<file path="src/rtl/clk_ctrl_pkg.sv">
// Shared definitions for the slow CPU clock run/step/halt controller:
// FSM state encoding and a constant helper used to size the phase counter.
package clk_ctrl_pkg;

    typedef enum logic [1:0] {
        S_IDLE = 2'd0,
        S_RUN  = 2'd1,
        S_STEP = 2'd2
    } state_t;

    function automatic int max2(input int a, input int b);
        return (a > b) ? a : b;
    endfunction

endpackage

</file>
<file path="src/rtl/clk_step_ctrl_rise_detect.sv">
// Rising-edge detector for an already-synchronised level input.
// The history register tracks the input every cycle, whatever the consumer is doing.
module rise_detect (
    input  logic Clk,
    input  logic Rst_n,
    input  logic din,
    output logic rise
);

    logic din_q;
    logic din_d;

    always_comb begin
        din_d = din;
    end

    always_ff @(posedge Clk) begin
        if (!Rst_n) begin
            din_q <= 1'b0;
        end else begin
            din_q <= din_d;
        end
    end

    assign rise = din & ~din_q;

endmodule

</file>
<file path="src/rtl/clk_step_ctrl.sv">
// Run/step/halt controller producing the slow CPU clock (T_OFF low, T_ON high),
// a one-cycle CpuEn pulse at each rising phase and a wrapping completed-period count.
module clk_step_ctrl
    import clk_ctrl_pkg::*;
#(
    parameter int T_OFF = 10,
    parameter int T_ON  = 10,
    parameter int CNT_W = 32
) (
    input  logic             Clk,
    input  logic             Rst_n,
    input  logic             Run,
    input  logic             Step,
    input  logic             Halt,
    output logic             SlowClk,
    output logic             CpuEn,
    output logic             Busy,
    output logic [CNT_W-1:0] Cycles
);

    localparam int PH_MAX = max2(T_ON, T_OFF);
    localparam int PH_W   = (PH_MAX > 1) ? $clog2(PH_MAX) : 1;
    localparam logic [PH_W-1:0] OFF_LAST = PH_W'(T_OFF - 1);
    localparam logic [PH_W-1:0] ON_LAST  = PH_W'(T_ON - 1);

    state_t            state_q, state_d;
    logic [PH_W-1:0]   cnt_q, cnt_d;
    logic              slow_q, slow_d;
    logic              cpu_en_q, cpu_en_d;
    logic              busy_q, busy_d;
    logic [CNT_W-1:0]  cycles_q, cycles_d;
    logic              stp;

    rise_detect u_step_edge (
        .Clk   (Clk),
        .Rst_n (Rst_n),
        .din   (Step),
        .rise  (stp)
    );

    always_comb begin
        state_d  = state_q;
        cnt_d    = cnt_q;
        slow_d   = slow_q;
        cpu_en_d = 1'b0;
        cycles_d = cycles_q;

        if (Halt) begin
            // Abort wins over everything, including a period completing this cycle.
            state_d = S_IDLE;
            cnt_d   = '0;
            slow_d  = 1'b0;
        end else begin
            case (state_q)
                S_IDLE: begin
                    if (Run) begin
                        state_d = S_RUN;
                        cnt_d   = '0;
                        slow_d  = 1'b0;
                    end else if (stp) begin
                        state_d = S_STEP;
                        cnt_d   = '0;
                        slow_d  = 1'b0;
                    end
                end
                S_RUN, S_STEP: begin
                    if (!slow_q) begin
                        if (state_q == S_RUN && !Run) begin
                            state_d = S_IDLE;
                            cnt_d   = '0;
                        end else if (cnt_q == OFF_LAST) begin
                            slow_d   = 1'b1;
                            cpu_en_d = 1'b1;
                            cnt_d    = '0;
                        end else begin
                            cnt_d = cnt_q + 1'b1;
                        end
                    end else if (cnt_q == ON_LAST) begin
                        // High phase is never cut short by Run dropping; only here do we leave.
                        slow_d   = 1'b0;
                        cnt_d    = '0;
                        cycles_d = cycles_q + 1'b1;
                        if (state_q == S_STEP || !Run) begin
                            state_d = S_IDLE;
                        end
                    end else begin
                        cnt_d = cnt_q + 1'b1;
                    end
                end
                default: begin
                    state_d = S_IDLE;
                    cnt_d   = '0;
                    slow_d  = 1'b0;
                end
            endcase
        end

        busy_d = (state_d != S_IDLE);
    end

    always_ff @(posedge Clk) begin
        if (!Rst_n) begin
            state_q  <= S_IDLE;
            cnt_q    <= '0;
            slow_q   <= 1'b0;
            cpu_en_q <= 1'b0;
            busy_q   <= 1'b0;
            cycles_q <= '0;
        end else begin
            state_q  <= state_d;
            cnt_q    <= cnt_d;
            slow_q   <= slow_d;
            cpu_en_q <= cpu_en_d;
            busy_q   <= busy_d;
            cycles_q <= cycles_d;
        end
    end

    assign SlowClk = slow_q;
    assign CpuEn   = cpu_en_q;
    assign Busy    = busy_q;
    assign Cycles  = cycles_q;

endmodule

</file>
<file path="config.mk">
export PLATFORM = sky130hd
export DESIGN_NAME = clk_step_ctrl
export DESIGN_NICKNAME = d
export VERILOG_FILES = /design/src/rtl/clk_ctrl_pkg.sv /design/src/rtl/clk_step_ctrl_rise_detect.sv /design/src/rtl/clk_step_ctrl.sv
export SDC_FILE = /design/constraint.sdc
export NUM_CORES = 1
export LEC_CHECK = 0
export CAP_MARGIN = 10
export CORE_ASPECT_RATIO = 0.5
export CORE_MARGIN = 2
export CORE_UTILIZATION = 35
export DETAILED_ROUTE_END_ITERATION = 10
export PLACE_DENSITY_LB_ADDON = 0.25
export SLEW_MARGIN = 20
export SYNTH_ARGS = -nofsm -noshare
export SYNTH_HDL_FRONTEND = slang
export SYNTH_SLANG_ARGS = --single-unit
</file>
<file path="constraint.sdc">
create_clock -name Clk -period 2.06 [get_ports Clk]
set_input_delay 0.412 -clock Clk [delete_from_list [all_inputs] [get_ports Clk]]
set_output_delay 0.412 -clock Clk [all_outputs]
set_load 0.005 [all_outputs]
</file>
==> flow_metrics.env <==
export IMPL_dieWidth_um=115
export IMPL_maximum_resistive_drop_on_vdd_mv=0.340
export IMPL_netlist_top_cells_area="dfxtp_1 39%, or4_1 5.2%, a21oi_1 4.9%, nand2_1 4.7%, ha_1 4.1%"
export IMPL_drc=0
export IMPL_clock_fmax_mhz=493
export IMPL_register_area_sq_um=848
export IMPL_boundaryPins=40
export IMPL_synth_flop_cell="dfxtp_1"
export IMPL_drt_wl_total_mm=5.65
export IMPL_netlist_area_leader_share=0.390
export IMPL_dpl_hpwl_mm=3.88
export IMPL_slew_headroom=0.461
export IMPL_async_reset_ff_frac=0
export IMPL_drt_first_pass_iters=4
export IMPL_synth_area_sq_mm=0.00216
export IMPL_max_cap_viol=0
export IMPL_setup_viol_count_final=0
export IMPL_post_route_cells_drive_above_1_share=0.194
export IMPL_floorplan_rows=20
export IMPL_design_area_sq_mm=0.00312
export IMPL_placed_cell_area_sq_mm=0.00282
export IMPL_endpoint_kind="flip-flop"
export IMPL_floorplan_die_area_sq_mm=0.00685
export IMPL_num_nets_final=336
export IMPL_dr_total_vias=2175
export IMPL_num_antenna_cells=0
export IMPL_most_frequent_cell_after_synthesis="dfxtp_1"
export IMPL_total_area_of_multi_input_combinational_cells_sq_mm=0.00134
export IMPL_worstPathBufferInverterCount=1
export IMPL_cp_data_arrival_time_ns=2.23
export IMPL_p_leak_nw=1.10
export IMPL_number_of_enable_flip_flop_cells_after_synthesis=0
export IMPL_globalRoute_totalOverflow=0
export IMPL_setup_tns_ns=0
export IMPL_synth_common_cells="42 x dfxtp_1, 27 x nand2_1, 21 x a21oi_1, 15 x or4_1"
export IMPL_cts_root_to_sink_buffers=2
export IMPL_period_share=0.985
export IMPL_die_height_um=59.5
export IMPL_detail_route_wl_per_cell_um=14.1
export IMPL_preCtsSetupSlack_ns=-0.267
export IMPL_ys_seq_area_frac=0.390
export IMPL_tritoncts="yes"
export IMPL_critical_path_cell_chain="inv_2 > ha_4 > nand4b_4 > or4_4 > or4_1 > a21oi_1"
export IMPL_tightestPinTransition_ns=0.808
export IMPL_area_growth_syn_to_layout_pct=44.6
export IMPL_postSynthRegisterBits=42
export IMPL_finalWorstPathRequiredPeriod_ns=2.03
export IMPL_initial_core_util=0.359
export IMPL_synth_fp_nets=268
export IMPL_clock_tree_root_cell="clkbuf_16"
export IMPL_hold_viol_final=0
export IMPL_critical_path_max_stage_delay_ns=0.61
export IMPL_grt_first_pass_wirelength_mm=9.00
export IMPL_total_power_mw=1.70
export IMPL_finalWorstSetupSlack_ns=0.0316
export IMPL_grt_start_max_net_pins=25
export IMPL_synth_avg_cell_area_sq_um=8.43
export IMPL_grt_use_total=0.166
export IMPL_first_global_vias=1971
export IMPL_worstPathRequired_ns=2.26
export IMPL_grt_antenna_before_repair=0
export IMPL_crit_path_max_fanout=6
export IMPL_worstSetupPathType="reg2reg"
export IMPL_powerDensity_mw_per_mm2=544
export IMPL_synth_largest_area_cell="dfxtp_1"
export IMPL_drt_vias_per_instance=5.41
export IMPL_drtIter0Drc=131
export IMPL_synth_yosys_warnings=0
export IMPL_clock_sink_count=42
export IMPL_crit_path_start_kind="flip-flop"
export IMPL_fillers=559
export IMPL_antenna_left=0
export IMPL_status="complete, no violations"
export IMPL_ctsHtreeMaxLevel=2
export IMPL_yosys_cell_types_count=38
export IMPL_core_region_area_sq_mm=0.00601
export IMPL_port_buffers=39
export IMPL_insertion_delay_ns=0.28
export IMPL_synthCells=256
export IMPL_clock_skew_final_ns=0.00941
export IMPL_timing_critical_path_max_delay_family="simple AND/OR/NAND/NOR gates"
export IMPL_cts_buffers_inserted=5
export IMPL_timing_max_transition_violations_final=0
export IMPL_path_clk_slew_ns=0.06
export IMPL_cpMaxStageDelayCell="or4_4"
export IMPL_hold_path_class="reg2reg"
export IMPL_globalplace_congestion=0.826
==> worst register-to-register path, cell delays in order, from the launching register on <==
cell and delay [ns]:
dfxtp_2 0.32, inv_2 0.06, ha_4 0.16, nand4b_4 0.13
or4_4 0.61, or4_1 0.53, a21oi_1 0.15
==> per-stage QoR <==
step / cells / hold slack (ns) / utilization
2_1_floorplan: 256 / 0.458 / -
4_1_cts: 397 / 0.482 / 0.499
5_1_grt: 402 / 0.509 / 0.520
6_report: 402 / 0.470 / 0.520
3_3_place_gp: 388 / 0.455 / 0.469
3_5_place_dp: 388 / 0.471 / 0.469
==> cells in the final DEF, fill, tap and decap left out, types with 3 or more instances in the layout <==
| master | synthesis | final |
|---|---|---|
| and4_1 | 4 | 4 |
| nand4_1 | 7 | 7 |
| nor4_1 | 8 | 7 |
| or3_1 | 7 | 7 |
| dfxtp_1 | 42 | 38 |
| dfxtp_2 | 0 | 3 |
| nand3_1 | 12 | 11 |
| clkdlybuf4s50_1 | 0 | 39 |
| or4_1 | 15 | 13 |
| xor2_1 | 5 | 5 |
| inv_2 | 0 | 3 |
| ha_1 | 7 | 5 |
| nand2b_1 | 12 | 11 |
| mux2i_1 | 8 | 8 |
| nor2_1 | 11 | 11 |
| nand2_1 | 27 | 27 |
| nor3_1 | 4 | 3 |
| a21oi_1 | 21 | 20 |
| o31ai_1 | 10 | 6 |
| o21ai_0 | 10 | 10 |
| clkbuf_16 | 0 | 5 |
| buf_6 | 1 | 3 |
| buf_4 | 0 | 30 |
| or4_4 | 1 | 3 |
| inv_1 | 11 | 8 |
==> path summary, 6_finish.rpt <==
path,startpoint,to,slack [ns],cells after the start
worst max-delay path,cnt_q[1],Cycles[15],0.03,6
worst min-delay path,Cycles[31],Cycles[31],0.47,2
worst max register to register,cnt_q[1],Cycles[15],0.03,6
worst min register to register,Cycles[31],Cycles[31],0.47,2
==> per-layer routing <==
| layer | global-route usage | part of all wire | up-vias |
|---|---|---|---|
| li1 | - | - | 1094 |
| met1 | 0.221 | 0.48 | 1052 |
| met2 | 0.268 | 0.48 | 25 |
| met3 | 0.0429 | 0.034 | 4 |
| met4 | 0.0482 | 0.0044 | 0 |
| met5 | 0 | 0 | - |
==> state kept, by name (all words and copies together), names as in the netlist <==
name,cells
Busy,1
CpuEn,1
Cycles,32
SlowClk,1
cnt_q,4
state_q,2
u_step_edge.din_q,1
==> report_power, final <==
part           switching [mW]  internal [mW]  total, mW
registers             0.00242          0.815      0.818
logic                  0.0487         0.0399     0.0886
clock network           0.312          0.481      0.793
==> cell families (layout without fill, tap and decap cells) <==
| group | after synthesis | in the layout | synth area share |
|---|---|---|---|
| muxes | 8 | 8 | 0.0371 |
| AOI/OAI and AO/OA | 47 | 47 | 0.127 |
| buffers and inverters | 22 | 91 | 0.0423 |
| adders and majority gates | 7 | 7 | 0.0406 |
| DFF | 42 | 42 | 0.390 |
| xor gates and xnor gates | 7 | 7 | 0.0284 |
| and+or+nand+nor | 123 | 123 | 0.335 |
==> layout make-up <==
class / count / area share
sequential: 42 / 0.272
timing repair buffer: 72 / 0.208
multi-input combinational: 192 / 0.429
tap: 77 / 0.0309
clock buffer: 7 / 0.0457
inverter: 11 / 0.0132
clock inverter: 1 / 0.00160
==> timing repair <==
action	CTS	global route
pin swaps	1	11
endpoints found under the setup margin	9	10
setup buffers	1	5
resized for setup	4	20
hold buffers	0	0
Note: power is estimated with default switching activity, not from simulation.
